==> config.mk <==
export PLATFORM = sky130hd
export DESIGN_NAME = pwm_capture
export DESIGN_NICKNAME = d
export VERILOG_FILES = /design/src/rtl/pwm_capture.sv
export SDC_FILE = /design/constraint.sdc
export NUM_CORES = 1
export LEC_CHECK = 0
export ABC_AREA = 0
export CORE_ASPECT_RATIO = 2
export CORE_UTILIZATION = 32
export DETAILED_ROUTE_END_ITERATION = 6
export GPL_ROUTABILITY_DRIVEN = 1
export SLEW_MARGIN = 20
export SYNTH_ARGS = -nofsm -noshare
export SYNTH_HDL_FRONTEND = slang
export SYNTH_SLANG_ARGS = --single-unit
==> constraint.sdc <==
create_clock -name clk -period 5.1 [get_ports clk]
set_clock_uncertainty 0.05 [all_clocks]
set_input_delay 0.51 -clock clk [delete_from_list [all_inputs] [get_ports clk]]
set_output_delay 0.51 -clock clk [all_outputs]
set_load 0.01 [all_outputs]
==> src/rtl/pwm_capture.sv <==
// PWM capture: synchronises an asynchronous PWM pad input and measures the
// period and high time between successive rising edges, with timeout detection.
module pwm_capture #(
    parameter int CNT_W       = 16,
    parameter int SYNC_STAGES = 2
) (
    input  logic             clk,
    input  logic             reset,
    input  logic             enable,
    input  logic             pwm_in,
    output logic             io_oeb_in,
    output logic [CNT_W-1:0] period_cnt,
    output logic [CNT_W-1:0] high_cnt,
    output logic             sample_valid,
    output logic             timeout,
    output logic             stuck_level
);

    localparam logic [1:0] ST_IDLE = 2'd0;
    localparam logic [1:0] ST_HIGH = 2'd1;
    localparam logic [1:0] ST_LOW  = 2'd2;

    localparam logic [CNT_W-1:0] CNT_MAX  = {CNT_W{1'b1}};
    localparam logic [CNT_W-1:0] CNT_ONE  = {{(CNT_W-1){1'b0}}, 1'b1};
    localparam logic [CNT_W-1:0] CNT_ZERO = {CNT_W{1'b0}};
    localparam logic [CNT_W-1:0] CNT_LAST = CNT_MAX - CNT_ONE;

    logic [SYNC_STAGES-1:0] sync_q;
    logic                   p_q;
    logic                   s_w;
    logic                   rise_w;
    logic                   fall_w;

    logic [1:0]       state_q,   state_d;
    logic [CNT_W-1:0] cnt_q,     cnt_d;
    logic [CNT_W-1:0] hl_q,      hl_d;
    logic [CNT_W-1:0] period_q,  period_d;
    logic [CNT_W-1:0] high_q,    high_d;
    logic             valid_q,   valid_d;
    logic             timeout_q, timeout_d;
    logic             stuck_q,   stuck_d;
    logic [CNT_W-1:0] cnt_inc_w;

    assign s_w       = sync_q[SYNC_STAGES-1];
    assign rise_w    = s_w & ~p_q;
    assign fall_w    = ~s_w & p_q;
    assign cnt_inc_w = cnt_q + CNT_ONE;

    // Pad input synchroniser plus the one-cycle delayed copy for edge detection
    always_ff @(posedge clk or posedge reset) begin
        if (reset) begin
            sync_q <= {SYNC_STAGES{1'b0}};
            p_q    <= 1'b0;
        end else begin
            sync_q <= {sync_q[SYNC_STAGES-2:0], pwm_in};
            p_q    <= s_w;
        end
    end

    // Measurement FSM next-state logic
    always_comb begin
        state_d   = state_q;
        cnt_d     = cnt_q;
        hl_d      = hl_q;
        period_d  = period_q;
        high_d    = high_q;
        valid_d   = 1'b0;
        timeout_d = timeout_q;
        stuck_d   = stuck_q;

        if (!enable) begin
            state_d = ST_IDLE;
            cnt_d   = CNT_ZERO;
        end else begin
            case (state_q)
                ST_IDLE: begin
                    if (rise_w) begin
                        state_d   = ST_HIGH;
                        cnt_d     = CNT_ONE;
                        timeout_d = 1'b0;
                    end else begin
                        cnt_d = cnt_q;
                    end
                end
                // Saturation wins over a fall: a legal high time is always shorter than the period
                ST_HIGH: begin
                    if (cnt_q == CNT_LAST) begin
                        state_d   = ST_IDLE;
                        cnt_d     = CNT_MAX;
                        timeout_d = 1'b1;
                        stuck_d   = s_w;
                    end else if (fall_w) begin
                        hl_d    = cnt_q;
                        state_d = ST_LOW;
                        cnt_d   = cnt_inc_w;
                    end else begin
                        cnt_d = cnt_inc_w;
                    end
                end
                // A rise wins here so a period of exactly CNT_MAX-1 is still reported
                ST_LOW: begin
                    if (rise_w) begin
                        period_d = cnt_q;
                        high_d   = hl_q;
                        valid_d  = 1'b1;
                        cnt_d    = CNT_ONE;
                        state_d  = ST_HIGH;
                    end else if (cnt_q >= CNT_LAST) begin
                        state_d   = ST_IDLE;
                        cnt_d     = CNT_MAX;
                        timeout_d = 1'b1;
                        stuck_d   = s_w;
                    end else begin
                        cnt_d = cnt_inc_w;
                    end
                end
                default: begin
                    state_d = ST_IDLE;
                    cnt_d   = CNT_ZERO;
                end
            endcase
        end
    end

    // FSM, counters and registered outputs
    always_ff @(posedge clk or posedge reset) begin
        if (reset) begin
            state_q   <= ST_IDLE;
            cnt_q     <= CNT_ZERO;
            hl_q      <= CNT_ZERO;
            period_q  <= CNT_ZERO;
            high_q    <= CNT_ZERO;
            valid_q   <= 1'b0;
            timeout_q <= 1'b0;
            stuck_q   <= 1'b0;
        end else begin
            state_q   <= state_d;
            cnt_q     <= cnt_d;
            hl_q      <= hl_d;
            period_q  <= period_d;
            high_q    <= high_d;
            valid_q   <= valid_d;
            timeout_q <= timeout_d;
            stuck_q   <= stuck_d;
        end
    end

    assign io_oeb_in    = 1'b1;
    assign period_cnt   = period_q;
    assign high_cnt     = high_q;
    assign sample_valid = valid_q;
    assign timeout      = timeout_q;
    assign stuck_level  = stuck_q;

endmodule
Yosys cells after proc, flatten, opt, wreduce, memory -nomap -nowiden
Cells that the tools add are included.

Bits of input ports: 4. Output and inout port bits: 36. Register bits after elaboration: 72.

Magnitude comparators: 1. Reduce and logical (&&, ||, !) cells: 8. Muxes and demuxes: 25. Bitwise operators: 5. Eq/ne operators: 10. Add/subtract/negate cells: 1.

Operators by type and width (count): two-way mux 16 bit (5); case mux 16 bit (3 select lines) (1); adder 16 x 1 -> 16 bit, second input constant (1); equality test 16 bit, second input constant (1); greater-or-equal comparator 16 bit, second input constant (1); two-way mux 2 bit (6); two-way mux 1 bit (10); inequality test 2 bit, second input constant (4); inequality test 4 bit, second input constant (2); case mux 2 bit (3 select lines) (1); AND reduction 3 bit (2); AND reduction 6 bit (1); AND reduction 5 bit (1); AND reduction 4 bit (1); inequality test 3 bit, second input constant (1); NOT 1 bit (3); case mux 1 bit (3 select lines) (1); nonzero test 3 bit (1); bitwise AND 1 bit (2); equality test 2 x 1 -> 1 bit, second input constant (1); equality test 2 bit, second input constant (1); logical NOT 2 bit (1); case mux 1 bit (2 select lines) (1); nonzero test 2 bit (1).

Depth between registers and ports, before layout
Depth in word-level cells: 6. Gate-level depth with buffers: 9.

Worst setup path after synthesis
No wires, ideal clock.

Path type: register -> register. Start point: register cnt_q[0]. End point: register hl_q[0]. Slack: 2.643 ns. Period minus slack after synthesis: 2.457 ns. Setup time: 0.125 ns. Arrival: 2.282 ns. Cell stages (with the launch flop): 10. Cells stage by stage: dfrtp_1 -> inv_1 -> ha_1 -> nand4_1 -> or4_1 -> buf_2 -> and3b_1 -> buf_6 -> buf_8 -> mux2_4.

Word-level cells in the longest chain between the ends: 3.

RTL lines: start: declaration (line 35) `logic [CNT_W-1:0] cnt_q, cnt_d;`; start signal: assignment (line 138) `cnt_q <= cnt_d;`; equality test 16 bit (line 87) `if (cnt_q == CNT_LAST) begin`; NOT 1 bit (no line); AND reduction 4 bit (no line); end signal: assignment (line 139) `hl_q <= hl_d;`; end: declaration (line 36) `logic [CNT_W-1:0] hl_q, hl_d;`.

Several ways; a longest one is shown, not always the timed one. A chain may end at the register's enable or synchronous reset.

Worst setup path in the final report
Same ends and word-level chain as after synthesis.

==> results.yml <==
floorplan:
  die-width_um: 75.82
  dieArea_mm2: 0.01134
  pin_count: 40
  core_mm2: 0.01054
  initial_core_util_pct: 33.07
  fp-row-count: 53
  fp.dieH_um: 149.6
yosys:
  synth_cell_types: 46
  yosys_warnings: 0
  synth_top_area_share_pct: 51.67
  synth_edf_count: 0
  synth_flop_cell: "dfrtp_1"
  synth.net_count: 320
  postSynthAreaPerCell_um2: 11.25
  ys_async_sr_fraction_pct: 100.0
  synthCells: 310
  synth_area_mm2: 0.003487
  yosysSeqAreaShare_pct: 51.67
  yosysTopAreaCell: "dfrtp_1"
  synthTopCellsByArea: "dfrtp_1 52%, mux2_2 12%, mux2_4 4.3%"
  ys_ff_latch: 72
drt:
  drt_iter0_drc: 133
  post-route-drc-count: 0
  dr.pass1.iters: 5
  routedWlPerCell_um: 17.17
  drt_wl_total_mm: 8.259
  vias: 2517
  drt-vias-per-instance: 5.233
  antenna_left: 0
sta:
  relSlewSlack_pct: 36.13
  finalCritPeriodShare_pct: 59.62
  rsz0062_at_grt: "no"
  maxSlewViolCount: 0
  worst_pin_slew_ns: 0.9492
  max_freq_mhz: 328.9
  whs_ns: 0.3000
  finalSetupViolCount: 0
  tns_ns: 0
  fin_crit_ns: 3.041
  hold_viol_final: 0
  setup_ws_ns: 2.059
power_and_ir_drop:
  p_leak_nw: 1.910
  p_total_w: 0.001455
  powerDensity_mw_per_mm2: 342.7
  peakVddDrop_uv: 274.8
cts:
  clock_sinks: 72
  numCtsBuffers: 9
  cts_resized: 0
  cts-root-buf: "clkbuf_16"
  cts_tree: "yes"
  path_clk_slew_ns: 0.05
  post_cts_buffers: 0
  postCtsHoldBufs: 0
  clk_latency_ns: 0.33
  htreeDepth: 3
  cts_buffer_depth: 2
flow_run:
  maxCapViolCount: 0
place:
  place.port_buffers: 38
  dp.cells: 466
  place_congestion: 0.8799
  dpl.hpwl_mm: 5.900
  pre_cts_ws_ns: 2.077
global_routing:
  grt_pass1_wl_mm: 13.34
  grt_max_degree: 40
  antenna_found_initial: 0
  grt_pass1_vias: 2535
  grt_overflow: 0
  track_usage_pct: 16.15
final_layout:
  nets: 350
  diodes: 0
  fin_cells: 481
  area_growth_pct: 21.74
  drive_above_1_share_pct: 19.48
worst_setup_path:
  cp-startpoint: "cnt_q[0]$_DFFE_PP0P_"
  cp_num_buf_inv: 1
  critPathMaxStageDelay_ns: 0.78
  reg2regPathDepth: 6
  crit_chain: "inv_1 > ha_1 > nand4_1 > or4_1 > and3b_2 > mux2_4"
  reg2reg_from: "cnt_q[0]$_DFFE_PP0P_"
  worstSetupPathType: "reg2reg"
  crit_end: "hl_q[0]$_DFFE_PP0P_"
  endpoint_kind: "flip-flop"
  r2r_end: "hl_q[0]$_DFFE_PP0P_"
  critical-path-top-delay-family: "simple AND/OR/NAND/NOR gates"
  cp_num_cells: 6
  required_ns: 5.26
  cp.arrival_ns: 3.21
  cp_slowest_cell: "or4_1"
  critPathLaunchType: "flip-flop"
  regToRegSetupSlack_ns: 2.06
  critPathMaxFanout: 17
run_status:
  outcome: "complete, no violations"
hold_path:
  min_path_type: "reg2reg"
[kinds of logic (layout without fill, tap and decap cells)]
| logic type | count (synthesis) | in the layout | synth area share [%] |
|---|---|---|---|
| compound gates | 65 | 65 | 11.70 |
| xor+xnor | 5 | 5 | 1.256 |
| fa+ha+maj | 6 | 6 | 2.153 |
| buf+inv | 31 | 65 | 4.162 |
| flops | 72 | 72 | 51.67 |
| mux | 50 | 50 | 17.15 |
| other cells | 1 | 1 | 0.1075 |
| simple gates | 80 | 80 | 11.80 |
[cells in the final DEF, fill, tap and decap left out, drive strengths merged, types with 2 or more instances in the layout]
cell type / n
or4: 2
and3: 4
nand3: 9
o22ai: 2
xor2: 4
o2111ai: 3
o211ai: 9
a211oi: 3
nand2b: 5
buf: 3
nor2b: 3
or3: 4
dfrtp: 72
nor4: 3
inv: 9
nor2: 10
nand2: 23
a31oi: 4
nand4: 5
o21ai: 17
nor3: 9
a21oi: 18
mux2: 48
clkbuf: 12
ha: 6
clkdlybuf4s50: 38
and2: 2
mux2i: 2
[synthesized netlist by cell type (2+ instances only)]
| cell type | number |
|---|---|
| a211oi_1 | 3 |
| a21oi_1 | 18 |
| a31oi_1 | 4 |
| and2_1 | 2 |
| and3_1 | 4 |
| buf_2 | 2 |
| buf_4 | 2 |
| clkbuf_1 | 16 |
| dfrtp_1 | 72 |
| ha_1 | 6 |
| inv_1 | 9 |
| mux2_1 | 2 |
| mux2_2 | 36 |
| mux2_4 | 10 |
| mux2i_1 | 2 |
| nand2_1 | 23 |
| nand2b_1 | 5 |
| nand3_1 | 8 |
| nand4_1 | 5 |
| nor2_1 | 10 |
| nor2b_1 | 3 |
| nor3_1 | 9 |
| nor4_1 | 2 |
| o2111ai_1 | 3 |
| o211ai_1 | 9 |
| o21ai_0 | 17 |
| o22ai_1 | 2 |
| or3_1 | 4 |
| or4_1 | 2 |
| xor2_1 | 4 |
[worst register-to-register path, stage by stage, from the launching register on]
cell and delay, ns:
dfrtp_1 0.50, inv_1 0.17, ha_1 0.28, nand4_1 0.24
or4_1 0.78, and3b_2 0.52, mux2_4 0.38
[where the power goes]
group          switching, W  leakage (nW)  internal [W]
registers         0.0000302         0.992      0.000597
logic              0.000130         0.780     0.0000873
clock network      0.000222         0.139      0.000388
[per-stage QoR]
stage / cell area [µm²] / util [%]
final: 4245 / 40.26
after global routing: 4245 / 40.26
after CTS: 4240 / 40.22
after detailed placement: 3951 / 37.47
after global placement: 3950 / 37.46
after floorplan: 3487 / -
[worst min path at each step]
| stage | start | endpoint | slack [ns] | cells past startpoint |
|---|---|---|---|---|
| after CTS | sync_q[0]$_DFF_PP0_ | sync_q[1]$_DFF_PP0_ | 0.30 | 0 |
| after global routing | sync_q[0]$_DFF_PP0_ | sync_q[1]$_DFF_PP0_ | 0.30 | 0 |
| after detailed placement | sync_q[0]$_DFF_PP0_ | sync_q[1]$_DFF_PP0_ | 0.29 | 0 |
| final | sync_q[0]$_DFF_PP0_ | sync_q[1]$_DFF_PP0_ | 0.30 | 0 |
| after floorplan | sync_q[0]$_DFF_PP0_ | sync_q[1]$_DFF_PP0_ | 0.28 | 0 |
| after global placement | sync_q[0]$_DFF_PP0_ | sync_q[1]$_DFF_PP0_ | 0.29 | 0 |
[flip-flops by register name, summed over array words and instances (netlist names)]
name and cells:
sync_q 2, cnt_q 16, period_cnt 16, p_q 1, sample_valid 1, state_q 2, hl_q 16, stuck_level 1
high_cnt 16, timeout 1
[routing by layer]
layer  global-route usage, %  share of wire (%)
met1                   17.72                 38
met2                   27.96                 56
met3                   3.165                2.8
met4                   8.889                3.6
met5                       0                  0
[final cells by class]
cell class | count | area [µm²]
clock buffer | 12 | 246.5
clock inverter | 3 | 42.54
fill | 1034 | 6299
inverter | 9 | 33.78
multi-input combinational | 207 | 1546
sequential | 72 | 1802
tap | 137 | 171.4
timing repair buffer | 41 | 402.9
Power figures use the tool's default switching activity.
